**config.mk**
```make
export PLATFORM = sky130hd
export DESIGN_NAME = eq_band_sequencer
export DESIGN_NICKNAME = d
export VERILOG_FILES = /design/src/rtl/eq_seq_pkg.sv /design/src/rtl/eq_band_sequencer_seq_cnt.sv /design/src/rtl/eq_band_sequencer.sv
export SDC_FILE = /design/constraint.sdc
export NUM_CORES = 1
export LEC_CHECK = 0
export ABC_AREA = 1
export CORE_UTILIZATION = 36
export DETAILED_ROUTE_END_ITERATION = 6
export PLACE_DENSITY = 0.63
export SETUP_SLACK_MARGIN = 0.1
export SLEW_MARGIN = 20
export SYNTH_ARGS = -nofsm -noshare
export SYNTH_HDL_FRONTEND = slang
export SYNTH_SLANG_ARGS = --single-unit
```
**constraint.sdc**
```tcl
create_clock -name clk -period 3 [get_ports clk]
set_input_delay 0.45 -clock clk [delete_from_list [all_inputs] [get_ports clk]]
set_output_delay 0.45 -clock clk [all_outputs]
set_load 0.03 [all_outputs]
```
**src/rtl/eq_seq_pkg.sv**
```systemverilog
// Shared types and constants for the equalizer band sequencer.
package eq_seq_pkg;

    typedef enum logic [1:0] {
        IDLE  = 2'd0,
        RUN   = 2'd1,
        DRAIN = 2'd2,
        DONE  = 2'd3
    } seq_state_t;

    localparam int N_TAPS_LO = 531;
    localparam int N_TAPS_HI = 1021;
    localparam int LAT_DEF   = 2;

endpackage

```
**src/rtl/eq_band_sequencer_seq_cnt.sv**
```systemverilog
// Loadable up-counter with a terminal-count flag against a runtime terminal value.
module seq_cnt #(
    parameter int W = 10
) (
    input  logic         clk,
    input  logic         rst_n,
    input  logic         load,
    input  logic [W-1:0] load_val,
    input  logic         en,
    input  logic [W-1:0] term,
    output logic [W-1:0] count,
    output logic         tc
);

    always_ff @(posedge clk or negedge rst_n) begin
        if (!rst_n) begin
            count <= '0;
        end else if (load) begin
            count <= load_val;
        end else if (en) begin
            count <= count + 1'b1;
        end
    end

    assign tc = (count == term);

endmodule

```
**src/rtl/eq_band_sequencer.sv**
```systemverilog
// Per-sample FIR band sequencer: N_TAPS-cycle RUN window, LAT-cycle drain, one-cycle done pulse.
// Optional sticky overrun flag is built when SEQ_OVERRUN_EN is defined.
module eq_band_sequencer
    import eq_seq_pkg::*;
#(
    parameter int N_TAPS = N_TAPS_HI,
    parameter int LAT    = LAT_DEF,
    parameter int CNT_W  = 10
) (
    input  logic             clk,
    input  logic             rst_n,
    input  logic             smpl_valid,
    input  logic             q_full,
    output logic             sequencing,
    output logic [CNT_W-1:0] tap_idx,
    output logic             busy,
    output logic             smpl_done,
    output logic             overrun,
    input  logic             clr_ovr,
    output seq_state_t       state_dbg
);

    localparam logic [CNT_W-1:0] TAP_LAST   = CNT_W'(N_TAPS - 1);
    localparam logic [CNT_W-1:0] DRAIN_LAST = CNT_W'(LAT - 1);

    seq_state_t       state;
    seq_state_t       state_next;
    logic             cnt_load;
    logic             cnt_en;
    logic [CNT_W-1:0] cnt_term;
    logic [CNT_W-1:0] count;
    logic             cnt_tc;
    logic             start;

    assign start = smpl_valid && q_full;

    // One counter serves both phases: it is reloaded to 0 on every phase change.
    seq_cnt #(.W(CNT_W)) u_cnt (
        .clk      (clk),
        .rst_n    (rst_n),
        .load     (cnt_load),
        .load_val ('0),
        .en       (cnt_en),
        .term     (cnt_term),
        .count    (count),
        .tc       (cnt_tc)
    );

    always_ff @(posedge clk or negedge rst_n) begin
        if (!rst_n) begin
            state <= IDLE;
        end else begin
            state <= state_next;
        end
    end

    always_comb begin
        state_next = state;
        cnt_load   = 1'b0;
        cnt_en     = 1'b0;
        cnt_term   = TAP_LAST;
        case (state)
            IDLE: begin
                if (start) begin
                    state_next = RUN;
                    cnt_load   = 1'b1;
                end
            end
            RUN: begin
                cnt_en = 1'b1;
                if (cnt_tc) begin
                    state_next = DRAIN;
                    cnt_load   = 1'b1;
                end
            end
            DRAIN: begin
                cnt_en   = 1'b1;
                cnt_term = DRAIN_LAST;
                if (cnt_tc) begin
                    state_next = DONE;
                    cnt_load   = 1'b1;
                end
            end
            DONE: begin
                if (start) begin
                    state_next = RUN;
                    cnt_load   = 1'b1;
                end else begin
                    state_next = IDLE;
                end
            end
            default: begin
                state_next = IDLE;
                cnt_load   = 1'b1;
            end
        endcase
    end

    // Outputs are pure decodes of the state and counter flops.
    assign sequencing = (state == RUN);
    assign tap_idx    = sequencing ? count : '0;
    assign busy       = (state == RUN) || (state == DRAIN);
    assign smpl_done  = (state == DONE);
    assign state_dbg  = state;

`ifdef SEQ_OVERRUN_EN
    logic ovr_q;

    // Set wins over clear so a coincident late sample is never lost.
    always_ff @(posedge clk or negedge rst_n) begin
        if (!rst_n) begin
            ovr_q <= 1'b0;
        end else if (smpl_valid && busy) begin
            ovr_q <= 1'b1;
        end else if (clr_ovr) begin
            ovr_q <= 1'b0;
        end
    end

    assign overrun = ovr_q;
`else
    logic unused_clr_ovr;

    assign unused_clr_ovr = clr_ovr;
    assign overrun        = 1'b0;
`endif

endmodule

```
; ---- After elaboration in Yosys (flattened, before gate mapping)
; Index checks and enable logic that the tools add are counted.
[classes]
n_eq_ne = 7
n_reduce_logical = 7
add_sub_neg = 1
mux = 13
[op_table]
columns = operator, count
row1 = 2-to-1 mux 10 bit, 4
row2 = "adder 10 x 1 -> 10 bit, second input constant", 1
row3 = equality test 10 bit, 1
row4 = one-hot mux 2 bit (4 select lines), 1
row5 = 2-to-1 mux 2 bit, 3
row6 = "equality test 2 bit, second input constant", 2
row7 = 2-to-1 mux 1 bit, 4
row8 = "inequality test 2 bit, second input constant", 2
row9 = OR reduction 2 bit, 2
row10 = AND reduction 3 bit, 1
row11 = "equality test 2 x 1 -> 1 bit, second input constant", 1
row12 = zero test 2 bit, 1
row13 = "inequality test 2 x 1 -> 1 bit, second input constant", 1
row14 = one-hot mux 1 bit (2 select lines), 1
row15 = nonzero test 2 bit, 1
row16 = logical AND 1 bit, 1
row17 = logical OR 1 bit, 1
[word_totals]
wordCells = 30
ff_bits = 12
input_bits = 5

; ---- Longest topological paths before layout
[logic_depth]
ltp_word = 6
ltp_mapped = 12
ltp_nobuf = 12

; ---- Cells and area by module
; From an unflattened synthesis, not the netlist that was laid out.
[hier_totals]
hier_cells = 158
hier_area_um2 = 1083.5
[by_module_without_submodules]
columns = mod, cells_each, instances, area_each_um2
row1 = seq_cnt, 107, 1, 768.2
row2 = eq_band_sequencer, 51, 1, 315.3

; ---- Worst setup path after synthesis
; OpenSTA, ideal clock, no wires.
[synth_path]
path_kind = register -> output
start = reg state[1], in the netlist state_dbg[1]
end = out tap_idx[0]
path_slack_ps = 950
path_stages_with_launch = 6
arrival_time_ps = 1600
required_ps = 2550
cell_sequence = dfrtp_1 inv_1 ha_1 clkbuf_1 nand2_1 inv_1
[synth_via]
elab_chain_len = 2
[synth_lines]
columns = item, line_no
row1 = from (decl), eq_band_sequencer.sv:26  ; seq_state_t state;
row2 = from (signal assigned), eq_band_sequencer.sv:53  ; state <= state_next;
row3 = equality test 2 x 1 -> 1 bit, eq_band_sequencer.sv:100  ; assign sequencing = (state == RUN);
row4 = via sequencing, eq_band_sequencer.sv:14  ; output logic sequencing,
row5 = 2-to-1 mux 10 bit, eq_band_sequencer.sv:101  ; assign tap_idx = sequencing ? count : '0;
row6 = to (decl), eq_band_sequencer.sv:15  ; output logic [CNT_W-1:0] tap_idx,
; The timed path passes the listed nets, and every way through them passes these cells.

; ---- Worst setup path in the final report
[layout_path]
start = reg state[1], in the netlist state_dbg[1]
end = out tap_idx[9]
[layout_via]
elab_chain_len = 2
[layout_lines]
columns = item, line_no
row1 = equality test 2 x 1 -> 1 bit, eq_band_sequencer.sv:100
row2 = 2-to-1 mux 10 bit, eq_band_sequencer.sv:101
; Every way passes these cells.

==> metrics.md <==
| Metric | Value |
|---|---|
| Post-route ant nets | `0` |
| Critical-path top delay cell | `clkdlybuf4s50_1` |
| Worst Path Arrival | `2.16 ns` |
| CP max stage delay | `~0.66 ns` |
| Vias in the first global route | `~740` |
| Worst-Margin Slew | `roughly 0.55 ns` |
| MaxCap Viol Count | `0` |
| Relative slew slack | `around 63%` |
| Synth area leaders | `dfrtp_1 (32%), nand2_1 (15%), inv_1 (8.7%)` |
| Crit path time final | `2.61 ns` |
| Chip height | `about 53 um` |
| TritonCTS clock tree | `yes` |
| Die W | `about 53 um` |
| Synth top cells by count | `nand2_1 (37), inv_1 (22), dfrtp_1 (12), nor2_1 (7)` |
| Clock Tree Root | `clkbuf_4` |
| Clk_skew | `around 0.0086 ns` |
| Sequential share of the synthesized area | `between 30% and 40%` |
| Initial Utilization | `38.4%` |
| Avg Inst Size Synth | `7.32 sq um` |
| DRT Pass-1 Iters | `4` |
| Cell Pwr Density | `a little under 900 mW/mm^2` |
| Worst setup EP type | `primary output` |
| Area of the mapped netlist | `952 sq um` |
| First-pass GRT wire length | `between 3000 and 4000 um` |
| 1st-iter DRT viols | `21` |
| Yosys cell types | `25` |
| Seq cells post-synth | `12` |
| P_leak | `0.590 nW` |
| Most numerous cell in the Yosys netlist | `nand2_1` |
| Cells after Synth | `130` |
| TNS Setup | `0 ns` |
| Final setup fails | `0` |
| # diodes | `0` |
| Die ar. | `approximately 0.0029 sq mm` |
| CTS H-tree lvls | `1` |
| Combinational power share | `between 60% and 70%` |
| Synth Flop Type | `dfrtp_1` |
| Async SR Flop Fraction | `100%` |
| Pin count of the biggest net entering global routing | `15` |
| Share of cells above drive strength 1 | `17.4%` |
| Routed wire length | `1950 um` |
| Min-delay worst type | `input port to async pin` |
| Number of enable flip-flop cells after synthesis | `0` |
| Critical path, cell by cell | `inv_1 -> ha_1 -> nand2_1 -> inv_1 -> clkdlybuf4s50_1` |
| Post_cts resized | `0` |
| Sw frac | `about 53%` |
| Max Freq | `around 0.38 GHz` |
| Share of power burned in registers | `between 20% and 30%` |
| CP max FO | `12` |
| Via count | `just over 800` |
| Post-DP Area | `between 0.001 and 0.0015 sq mm` |
| # IOs | `21` |
| # rows | `18` |
| Max IR drop VDD | `0.706 mV` |
| Area delta synth->final | `24.7%` |
| Port Buffers | `18` |
| Register clock-pin slew on the reported worst setup and hold paths | `~0.080 ns` |
| R2r setup slk | `between 1 and 1.5 ns` |
| Max-slew violation count | `0` |
| Final Cell Area | `around 0.0012 sq mm` |
| Vias per cell | `around 4.6` |
| Crit path top cell by count | `inv_1` |
| Synth warn | `0` |
| Tcrit/Tclk final | `about 87%` |
| Worst skew pair latency | `0.28 ns` |
| Pint | `between 500 and 600 uW` |
| Fin nets | `161` |
| Critical Path Source Type | `register` |
| Terminus of the critical flop-to-flop path | `u_cnt.count[4]` |
| Final Instance Count excl. Fillers | `179` |
| Wire per inst | `between 10 and 15 um` |
| Drt drc | `0` |
| Setup bufs post-CTS | `0` |
| Post-synth top area cell | `dfrtp_1` |
| R2R cell count | `8` |
| Kind of critical path | `register to primary output` |
| Total CTS buffers | `3` |
| Hold Fails Final Rpt | `0` |
| RSZ-0062 raised after global routing | `no` |
| Core area | `0.00248 sq mm` |
| Placed Cells incl. Taps | `between 150 and 200` |
| Total track usage | `between 15 and 20%` |
| Total grt overflow | `0` |
| Syn nets | `141` |
| CTS Hold Buffers Added | `0` |
| Status | `complete, no violations` |
| Yosys top cell area share | `31.5%` |
| Sw Pwr | `553 uW` |
| CP required | `roughly 2.6 ns` |
| R2R Path Start | `state_dbg[0]` |
| Dpl hpwl | `~1500 um` |
| Clock network power share | `between 10 and 15%` |
| Placer congestion estimate | `a little under 0.8` |
| Buffer depth of the longest clock path | `2` |
| CTS sink count | `12` |
| Initial antenna violation count | `0` |
final cells by class:
cell class                      instances  area (sq um)
Timing Repair Buffer                   18           180
Sequential cell                        12           300
Clock buffer                            4          36.3
Tap cell                               30          37.5
Multi-Input combinational cell         91           543
Inverter                               24          90.1
Fill cell                             262          1290
through the flow:
step	power [mW]	util [%]	setup slack, ns	hold slack [ns]
5_1_grt	1.15	47.9	0.232	0.565
2_1_floorplan	0.752	-	0.950	0.154
4_1_cts	1.07	47.9	0.354	0.548
3_5_place_dp	0.934	46.5	0.677	0.567
6_report	1.05	47.9	0.391	0.521
3_3_place_gp	0.926	46.5	0.699	0.561
layer usage:
metal	wire (um)	track usage, %
met1	928	21.9
met4	12	2.63
met2	899	26.3
met5	0	0
met3	107	5.75
critical path, delay by kind of cell (launching register included):
kind                     cells  cell delay [ns]
buffers and inverters        3             0.86
adder cells (fa/ha/maj)      1             0.46
flip-flops                   1             0.45
AND/OR/NAND/NOR              1             0.11
sequential cells by signal, indices dropped and copies added, names as in the netlist:
signal / count
u_cnt.count: 10
state_dbg: 2
cell usage in the layout (no fill, tap or decap):
cell type / instances
clkdlybuf4s50_1: 18
o21ai_0: 1
ha_1: 6
a21oi_1: 5
dfrtp_1: 12
clkbuf_4: 3
or2_2: 1
nand3b_1: 1
o21ai_1: 2
xor2_1: 3
conb_1: 1
nand4_1: 2
nand2_2: 4
inv_1: 22
a21oi_2: 6
nand3_2: 3
nand2_4: 2
nor2_4: 1
clkbuf_8: 1
nand3_1: 5
nor2_1: 7
inv_2: 2
nand2_1: 37
nor3_2: 2
xnor2_1: 1
o21bai_2: 1
kinds of logic after synthesis:
logic type                 Yosys count  share of synthesized area, %
other                                1                         0.394
buffers and inverters               27                          11.4
DFF                                 12                          31.5
adders and majority gates            6                          7.88
and+or+nand+nor                     65                          34.2
AOI/OAI and AO/OA                   15                          10.9
xor gates and xnor gates             4                          3.68
worst max-delay path by stage:
stage	start	endpoint	slack (ns)	depth (start not counted)
6_report	state_dbg[1]	tap_idx[9]	0.39	5
5_1_grt	state_dbg[1]	tap_idx[0]	0.23	5
4_1_cts	state_dbg[1]	tap_idx[0]	0.35	5
3_5_place_dp	state_dbg[1]	tap_idx[0]	0.68	5
3_3_place_gp	state_dbg[1]	tap_idx[0]	0.70	5
2_1_floorplan	state_dbg[1]	tap_idx[0]	0.95	5
power groups by stage:
stage | clock network [mW] | registers [mW] | logic [mW]
floorplan | 0 | 0.269 | 0.484
global placement | 0 | 0.255 | 0.671
detailed placement | 0 | 0.255 | 0.680
CTS | 0.134 | 0.252 | 0.685
global route | 0.143 | 0.259 | 0.747
finish | 0.130 | 0.252 | 0.672
Note: power is estimated with default switching activity, not from simulation.
